### config.mk
export PLATFORM = sky130hd
export DESIGN_NAME = weight_loader_flat
export DESIGN_NICKNAME = d
export VERILOG_FILES = /design/src/rtl/weight_loader_pkg.sv /design/src/rtl/weight_loader_if.sv /design/src/rtl/weight_loader_elem_packer.sv /design/src/rtl/weight_loader.sv /design/src/flat_wrapper.sv
export SDC_FILE = /design/constraint.sdc
export NUM_CORES = 1
export LEC_CHECK = 0
export CAP_MARGIN = 10
export CELL_PAD_IN_SITES_DETAIL_PLACEMENT = 1
export CELL_PAD_IN_SITES_GLOBAL_PLACEMENT = 1
export CORE_MARGIN = 5
export CORE_UTILIZATION = 43
export CTS_CLUSTER_SIZE = 8
export DETAILED_ROUTE_END_ITERATION = 10
export HOLD_SLACK_MARGIN = 0.02
export PLACE_DENSITY = 0.79
export SYNTH_ARGS = -nofsm -noshare
export SYNTH_HDL_FRONTEND = slang
export SYNTH_SLANG_ARGS = --single-unit
### constraint.sdc
create_clock -name clk -period 3.3 [get_ports clk]
set_clock_uncertainty 0.1 [all_clocks]
set_input_delay 0.66 -clock clk [delete_from_list [all_inputs] [get_ports clk]]
set_output_delay 0.66 -clock clk [all_outputs]
set_load 0.01 [all_outputs]
### src/rtl/weight_loader_pkg.sv
// Shared types and constants for the weight loader; macro WEIGHT_LOADER_CHECKSUM_EN adds checksum checking.
// Element width comes from `WEIGHT_LOADER_DATA_LEN when provided; it falls back to 8 bits when that is absent.
// FSM state encodings are fixed so they match the read-side tooling.
`ifndef WEIGHT_LOADER_DATA_LEN
`define WEIGHT_LOADER_DATA_LEN 8
`endif

package weight_loader_pkg;

    localparam int DATA_LEN = `WEIGHT_LOADER_DATA_LEN;
    localparam int ELEMS    = 9;
    localparam int CNT_W    = $clog2(ELEMS);

    typedef enum logic [1:0] {
        ST_IDLE  = 2'd0,
        ST_LOAD  = 2'd1,
        ST_CHECK = 2'd2,
        ST_FIN   = 2'd3
    } state_t;

endpackage

### src/rtl/weight_loader_if.sv
// Element stream in and memory write port out, grouped so that one bundle carries both.
// The slave side is the loader; the master side is the host/DMA plus the memory model.
// s_ready is the only signal that flows back to the stream source.
interface weight_loader_if #(
    parameter int AWIDTH = 8
);
    import weight_loader_pkg::*;

    localparam int DWIDTH = ELEMS * DATA_LEN;

    logic [DATA_LEN-1:0] s_data;
    logic                s_valid;
    logic                s_ready;
    logic                we;
    logic [AWIDTH-1:0]   waddr;
    logic [DWIDTH-1:0]   wdata;

    modport slave  (input  s_data, s_valid, output s_ready, we, waddr, wdata);
    modport master (output s_data, s_valid, input  s_ready, we, waddr, wdata);

endinterface

### src/rtl/weight_loader_elem_packer.sv
// Packs ELEMS consecutive elements into one word, with the first element in the LSBs.
// Latency: the word is presented one cycle after the handshake of its last element.
// Backpressure: none; every accepted element is absorbed, and each word is a one-cycle pulse.
module weight_loader_elem_packer
    import weight_loader_pkg::*;
(
    input  logic                      clk,
    input  logic                      rst_n,
    input  logic                      i_clr,
    input  logic                      i_vld,
    input  logic [DATA_LEN-1:0]       i_dat,
    output logic                      o_last,
    output logic                      o_word_vld,
    output logic [ELEMS*DATA_LEN-1:0] o_word
);

    logic [CNT_W-1:0]          r_cnt;
    logic [ELEMS*DATA_LEN-1:0] r_shift;
    logic [ELEMS*DATA_LEN-1:0] r_word;
    logic                      r_word_vld;
    logic [ELEMS*DATA_LEN-1:0] w_ins;

    assign o_last     = (r_cnt == CNT_W'(ELEMS - 1));
    assign o_word_vld = r_word_vld;
    assign o_word     = r_word;

    // Place the incoming element into its slot of the partially built word.
    always_comb begin
        w_ins = r_shift;
        w_ins[int'(r_cnt) * DATA_LEN +: DATA_LEN] = i_dat;
    end

    // Element counter and packing register; latch the full word on the last slot.
    always_ff @(posedge clk or negedge rst_n) begin
        if (!rst_n) begin
            r_cnt      <= '0;
            r_shift    <= '0;
            r_word     <= '0;
            r_word_vld <= 1'b0;
        end else begin
            r_word_vld <= 1'b0;
            if (i_clr) begin
                r_cnt   <= '0;
                r_shift <= '0;
            end else if (i_vld) begin
                r_shift <= w_ins;
                if (o_last) begin
                    r_cnt      <= '0;
                    r_word     <= w_ins;
                    r_word_vld <= 1'b1;
                end else begin
                    r_cnt <= r_cnt + 1'b1;
                end
            end
        end
    end

endmodule

### src/rtl/weight_loader.sv
// Streams weight elements into the weight RAM, one packed word per write, to addresses 0..WORDS-1; WEIGHT_LOADER_CHECKSUM_EN adds a trailing checksum.
// Latency: each write appears one cycle after the last element of its word, and done follows the final element (or the checksum).
// Backpressure: s_ready is high throughout LOAD/CHECK, so the source alone paces the load.
module weight_loader
    import weight_loader_pkg::*;
#(
    parameter int AWIDTH = 8,
    parameter int WORDS  = 5 * 32
) (
    input  logic              clk,
    input  logic              rst_n,
    input  logic              start,
    weight_loader_if.slave    bus,
    output logic              busy,
    output logic              done,
    output logic              err
);

    localparam int DWIDTH = ELEMS * DATA_LEN;

    state_t              r_state;
    state_t              w_next;
    logic [AWIDTH-1:0]   r_wcnt;
    logic [AWIDTH-1:0]   r_waddr;
    logic                w_s_ready;
    logic                w_hs;
    logic                w_elem_hs;
    logic                w_start_acc;
    logic                w_pk_last;
    logic                w_last_elem;
    logic                w_word_vld;
    logic [DWIDTH-1:0]   w_word;

    assign w_hs        = bus.s_valid & w_s_ready;
    assign w_elem_hs   = w_hs & (r_state == ST_LOAD);
    assign w_start_acc = start & (r_state == ST_IDLE);
    assign w_last_elem = w_elem_hs & w_pk_last & (r_wcnt == AWIDTH'(WORDS - 1));

    weight_loader_elem_packer u_packer (
        .clk        (clk),
        .rst_n      (rst_n),
        .i_clr      (w_start_acc),
        .i_vld      (w_elem_hs),
        .i_dat      (bus.s_data),
        .o_last     (w_pk_last),
        .o_word_vld (w_word_vld),
        .o_word     (w_word)
    );

    // State register.
    always_ff @(posedge clk or negedge rst_n) begin
        if (!rst_n) r_state <= ST_IDLE;
        else        r_state <= w_next;
    end

    // Next-state logic: start opens a load, the final element (or checksum) closes it.
    always_comb begin
        w_next = r_state;
        case (r_state)
            ST_IDLE: if (w_start_acc) w_next = ST_LOAD;
`ifdef WEIGHT_LOADER_CHECKSUM_EN
            ST_LOAD:  if (w_last_elem) w_next = ST_CHECK;
            ST_CHECK: if (w_hs)        w_next = ST_FIN;
`else
            ST_LOAD:  if (w_last_elem) w_next = ST_FIN;
`endif
            ST_FIN:  w_next = ST_IDLE;
            default: w_next = ST_IDLE;
        endcase
    end

    // Status outputs decoded from the registered state.
    always_comb begin
        w_s_ready = 1'b0;
        busy      = 1'b0;
        done      = 1'b0;
        case (r_state)
            ST_LOAD:  begin w_s_ready = 1'b1; busy = 1'b1; end
            ST_CHECK: begin w_s_ready = 1'b1; busy = 1'b1; end
            ST_FIN:   begin busy = 1'b1; done = 1'b1; end
            default:  ;
        endcase
    end

    // Word counter feeds the write address; it stops at the last word and never wraps.
    always_ff @(posedge clk or negedge rst_n) begin
        if (!rst_n) begin
            r_wcnt  <= '0;
            r_waddr <= '0;
        end else if (w_start_acc) begin
            r_wcnt <= '0;
        end else if (w_elem_hs && w_pk_last) begin
            r_waddr <= r_wcnt;
            if (r_wcnt != AWIDTH'(WORDS - 1)) r_wcnt <= r_wcnt + 1'b1;
        end
    end

    assign bus.s_ready = w_s_ready;
    assign bus.we      = w_word_vld;
    assign bus.waddr   = r_waddr;
    assign bus.wdata   = w_word;

`ifdef WEIGHT_LOADER_CHECKSUM_EN
    logic [DATA_LEN-1:0] r_sum;
    logic                r_err;

    // Running sum of weight elements, compared against the trailing checksum element.
    always_ff @(posedge clk or negedge rst_n) begin
        if (!rst_n) begin
            r_sum <= '0;
            r_err <= 1'b0;
        end else if (w_start_acc) begin
            r_sum <= '0;
            r_err <= 1'b0;
        end else begin
            if (w_elem_hs) r_sum <= r_sum + bus.s_data;
            if (w_hs && r_state == ST_CHECK) r_err <= (bus.s_data != r_sum);
        end
    end

    assign err = r_err;
`else
    assign err = 1'b0;
`endif

endmodule

### src/flat_wrapper.sv
// flat-port wrapper written by rule: the top's interface ports become plain ports
module weight_loader_flat import weight_loader_pkg::*;
#(
    parameter int AWIDTH = 8,
    parameter int WORDS  = 5 * 32
)
  (clk, rst_n, start, busy, done, err, bus_s_data, bus_s_valid, bus_s_ready, bus_we, bus_waddr, bus_wdata);
  weight_loader_if #(.AWIDTH(AWIDTH)) bus_i ();
  input  logic clk;
  input  logic rst_n;
  input  logic start;
  output logic busy;
  output logic done;
  output logic err;
  input wire logic [$bits(bus_i.s_data)-1:0] bus_s_data;
  input wire logic [$bits(bus_i.s_valid)-1:0] bus_s_valid;
  output wire logic [$bits(bus_i.s_ready)-1:0] bus_s_ready;
  output wire logic [$bits(bus_i.we)-1:0] bus_we;
  output wire logic [$bits(bus_i.waddr)-1:0] bus_waddr;
  output wire logic [$bits(bus_i.wdata)-1:0] bus_wdata;
  assign bus_i.s_data = bus_s_data;
  assign bus_i.s_valid = bus_s_valid;
  assign bus_s_ready = bus_i.s_ready;
  assign bus_we = bus_i.we;
  assign bus_waddr = bus_i.waddr;
  assign bus_wdata = bus_i.wdata;
  weight_loader #(.AWIDTH(AWIDTH), .WORDS(WORDS)) u_core (.clk(clk), .rst_n(rst_n), .start(start), .bus(bus_i), .busy(busy), .done(done), .err(err));
endmodule
==> flow_metrics.env <==
export IMPL_crit_arrival_ns=3.22
export IMPL_fmax_mhz=334
export IMPL_holdCritPathClass="input port to async pin"
export IMPL_path_clk_slew_ns=0.07
export IMPL_drt_iter0_drc=472
export IMPL_antenna_found_initial=0
export IMPL_ys_async_sr_fraction_pct=100
export IMPL_die_h_um=140
export IMPL_crit_buf_inv=3
export IMPL_syn_area_per_cell_um2=10.2
export IMPL_syn_inst=716
export IMPL_worstSetupPathType="flop to flop"
export IMPL_cap_violations=0
export IMPL_tns_ns=0
export IMPL_cts_buffer_depth=2
export IMPL_ys_seq_elements=167
export IMPL_synth_flop_cell="dfrtp_1"
export IMPL_cp_slowest_cell="clkinv_1"
export IMPL_io_pins=97
export IMPL_dieArea_mm2=0.0197
export IMPL_synthMuxAreaShare_pct=6.57
export IMPL_syn_cell_area_mm2=0.00731
export IMPL_rsz0062_at_grt="false"
export IMPL_required_ns=3.53
export IMPL_p_clk_share_pct=36.3
export IMPL_path_max_fanout=32
export IMPL_h_tree_depth=4
export IMPL_drive_gt1_share_pct=7.90
export IMPL_initial_core_util_pct=43.9
export IMPL_relSlewSlack_pct=30.4
export IMPL_cp_common_cell="nand2_1"
export IMPL_startpoint_type="flop"
export IMPL_core_area_mm2=0.0166
export IMPL_switching_share_pct=32.4
export IMPL_synthAdderAreaFrac_pct=1.37
export IMPL_grt_max_degree=105
export IMPL_rows=47
export IMPL_cts_tree="yes"
export IMPL_power_switching_mw=1.65
export IMPL_grt_pass1_vias=6199
export IMPL_viasPerCell=5.60
export IMPL_gp_congestion=0.820
export IMPL_holdBufCountCts=0
export IMPL_postCtsSetupRepairBufs=0
export IMPL_wire_per_inst_um=19.3
export IMPL_multi_input_area_mm2=0.00288
export IMPL_seqPwrFrac_pct=42.8
export IMPL_synth_top_family_by_area="simple AND/OR/NAND/NOR gates"
export IMPL_dp_hpwl_um=13400
export IMPL_grt_pass1_wl_um=33200
export IMPL_ctsResizeCount=0
export IMPL_antenna_cells=0
export IMPL_post_route_period_util_pct=90.8
export IMPL_synth_nets=736
export IMPL_firstDrtPassIters=5
export IMPL_leakage_nw=4.16
export IMPL_ir_drop_mv=0.424
export IMPL_clk_latency_ns=0.44
export IMPL_status="finished clean"
export IMPL_cp_end_kind="flop"
export IMPL_nNetsFinal=817
export IMPL_yosysSeqAreaShare_pct=57.2
export IMPL_seq_area_mm2=0.00418
export IMPL_ant_nets=0
export IMPL_worstMarginPinSlew_ns=1.03
export IMPL_netlist_cell_type_count=54
export IMPL_portBuffers=95
export IMPL_synth_simple_area_share_pct=17.2
export IMPL_route_detailed_drc=0
export IMPL_max_stage_delay_ns=0.66
export IMPL_crit_family="buffers and inverters"
export IMPL_cts_made_buffers=17
export IMPL_synth_edff_count=0
export IMPL_synth_compound_area_share_pct=13.8
export IMPL_finalPower_mw=5.10
export IMPL_p_int_mw=3.44
export IMPL_ys_warn_count=0
export IMPL_fillers=1828
export IMPL_p_comb_share_pct=20.9
export IMPL_cts_root_buffer="clkbuf_16"
export IMPL_areaGrowthSynthToFinish_pct=23.5
export IMPL_finalHoldViolCount=0
export IMPL_grtUsageTotal_pct=20.9
export IMPL_crit_chain="inv_1 -> ha_1 -> and3b_1 -> nand3_4 -> clkinv_1 -> buf_12 -> nand2_1 -> nand2_1"
export IMPL_grt_overflow=0
export IMPL_final_max_slew_viol_count=0
export IMPL_p_per_area_mw_per_mm2=564
export IMPL_die_w_um=140
export IMPL_min_period_ns=3.00
export IMPL_synthXorXnorAreaFrac_pct=0.240
export IMPL_vias=5766
export IMPL_setup_viol=0
export IMPL_numClockSinks=167
export IMPL_routed_wl_um=19900
[area by class of cell]
class | count | share of cell area (%)
flip-flops and latches | 167 | 46.3
repair buffers | 113 | 12.3
multi-input cells | 489 | 31.9
clock buffers | 17 | 4.71
well taps | 220 | 3.05
clock inverters | 15 | 1.34
inverters | 9 | 0.374
[stage by stage]
stage	cells	util [%]	area [um2]	worst slack, ns	hold WS [ns]
global route	1030	54.3	9030	0.123	0.163
global placement	998	51.0	8480	0.500	0.357
finish	1030	54.3	9030	0.304	0.112
floorplan	716	-	7310	0.958	0.264
CTS	1030	54.3	9030	0.330	0.146
detailed placement	998	51.0	8480	0.342	0.362
[power by group through the flow]
stage	clock network [mW]	registers (mW)	logic [mW]
floorplan	0	2.18	0.742
global placement	0	2.21	0.997
detailed placement	0	2.22	1.05
CTS	1.88	2.18	1.06
global route	1.98	2.19	1.17
finish	1.85	2.18	1.07
[cell families after synthesis]
family / count (synthesis)
multiplexers: 48
XOR/XNOR: 2
adder cells (fa/ha/maj): 8
other: 1
AO/OA/AOI/OAI: 164
AND/OR/NAND/NOR: 266
flip-flops: 167
buffers and inverters: 60
[per-layer routing]
layer | global-route usage (%) | vias to the layer above | share of wire, %
met2 | 36.0 | 126 | 52
met4 | 5.56 | 0 | 1.1
li1 | - | 2661 | -
met1 | 26.8 | 2963 | 43
met5 | 0 | - | 0
met3 | 4.50 | 16 | 4.3
[path summary, 6_finish.rpt]
path | startpoint | end | slack [ns] | cells after the start
hold / removal | rst_n | u_core.u_packer.r_shift[62] | 0.11 | 1
setup / recovery | u_core.u_packer.r_cnt[0] | u_core.u_packer.o_word[30] | 0.30 | 8
max in group asynchronous | rst_n | u_core.u_packer.o_word[66] | 2.22 | 2
setup reg to reg | u_core.u_packer.r_cnt[0] | u_core.u_packer.o_word[30] | 0.30 | 8
hold reg to reg | u_core.u_packer.o_word[29] | u_core.u_packer.o_word[29] | 0.37 | 2
min in group clk | u_core.u_packer.o_word[29] | u_core.u_packer.o_word[29] | 0.37 | 2
[placed cells by master, fill, tap and decap left out, drive strengths merged, types with 2 or more instances in the layout]
| cell type | instances |
|---|---|
| a21oi | 38 |
| mux2i | 48 |
| or4 | 4 |
| nand3 | 31 |
| o31ai | 3 |
| nor4 | 7 |
| clkinv | 2 |
| nor2b | 2 |
| or3 | 5 |
| nand4 | 10 |
| a31oi | 3 |
| nand4b | 2 |
| ha | 8 |
| o211ai | 9 |
| o21ai | 71 |
| and2 | 2 |
| o21bai | 2 |
| o21a | 2 |
| dfrtp | 167 |
| clkinvlp | 10 |
| nand2 | 176 |
| a22o | 32 |
| nor3 | 4 |
| nor2 | 15 |
| clkdlybuf4s50 | 94 |
| clkbuf | 17 |
| buf | 19 |
| inv | 12 |
[Yosys cell counts, types with 2 or more instances]
cell,n,area (um2)
nand2_1,174,653
dfrtp_1,167,4180
o21ai_0,70,350
mux2i_1,48,480
a21oi_1,38,190
a22o_1,32,280
nand3_1,30,150
clkbuf_1,26,97.6
buf_2,19,95.1
nor2_1,13,48.8
nand4_1,9,56.3
ha_1,8,100
inv_1,8,30.0
o211ai_1,8,60.1
or3_1,5,31.3
nor3_1,4,20.0
or4_1,4,30.0
a31oi_1,3,18.8
buf_4,3,22.5
nor4_1,3,18.8
nor4_4,3,63.8
o31ai_1,3,22.5
and2_1,2,12.5
buf_1,2,7.51
nand2_2,2,12.5
nand4b_1,2,17.5
nor2b_1,2,12.5
o21a_1,2,15.0
[sequential cells by signal (all words and copies together), names as in the netlist]
signal	count
u_core.r_wcnt	8
u_core.bus.waddr	8
u_core.u_packer.r_shift	72
u_core.u_packer.r_cnt	4
u_core.u_packer.o_word	72
u_core.u_packer.o_word_vld	1
u_core.r_state	2
(Power assumes the default switching activity.)
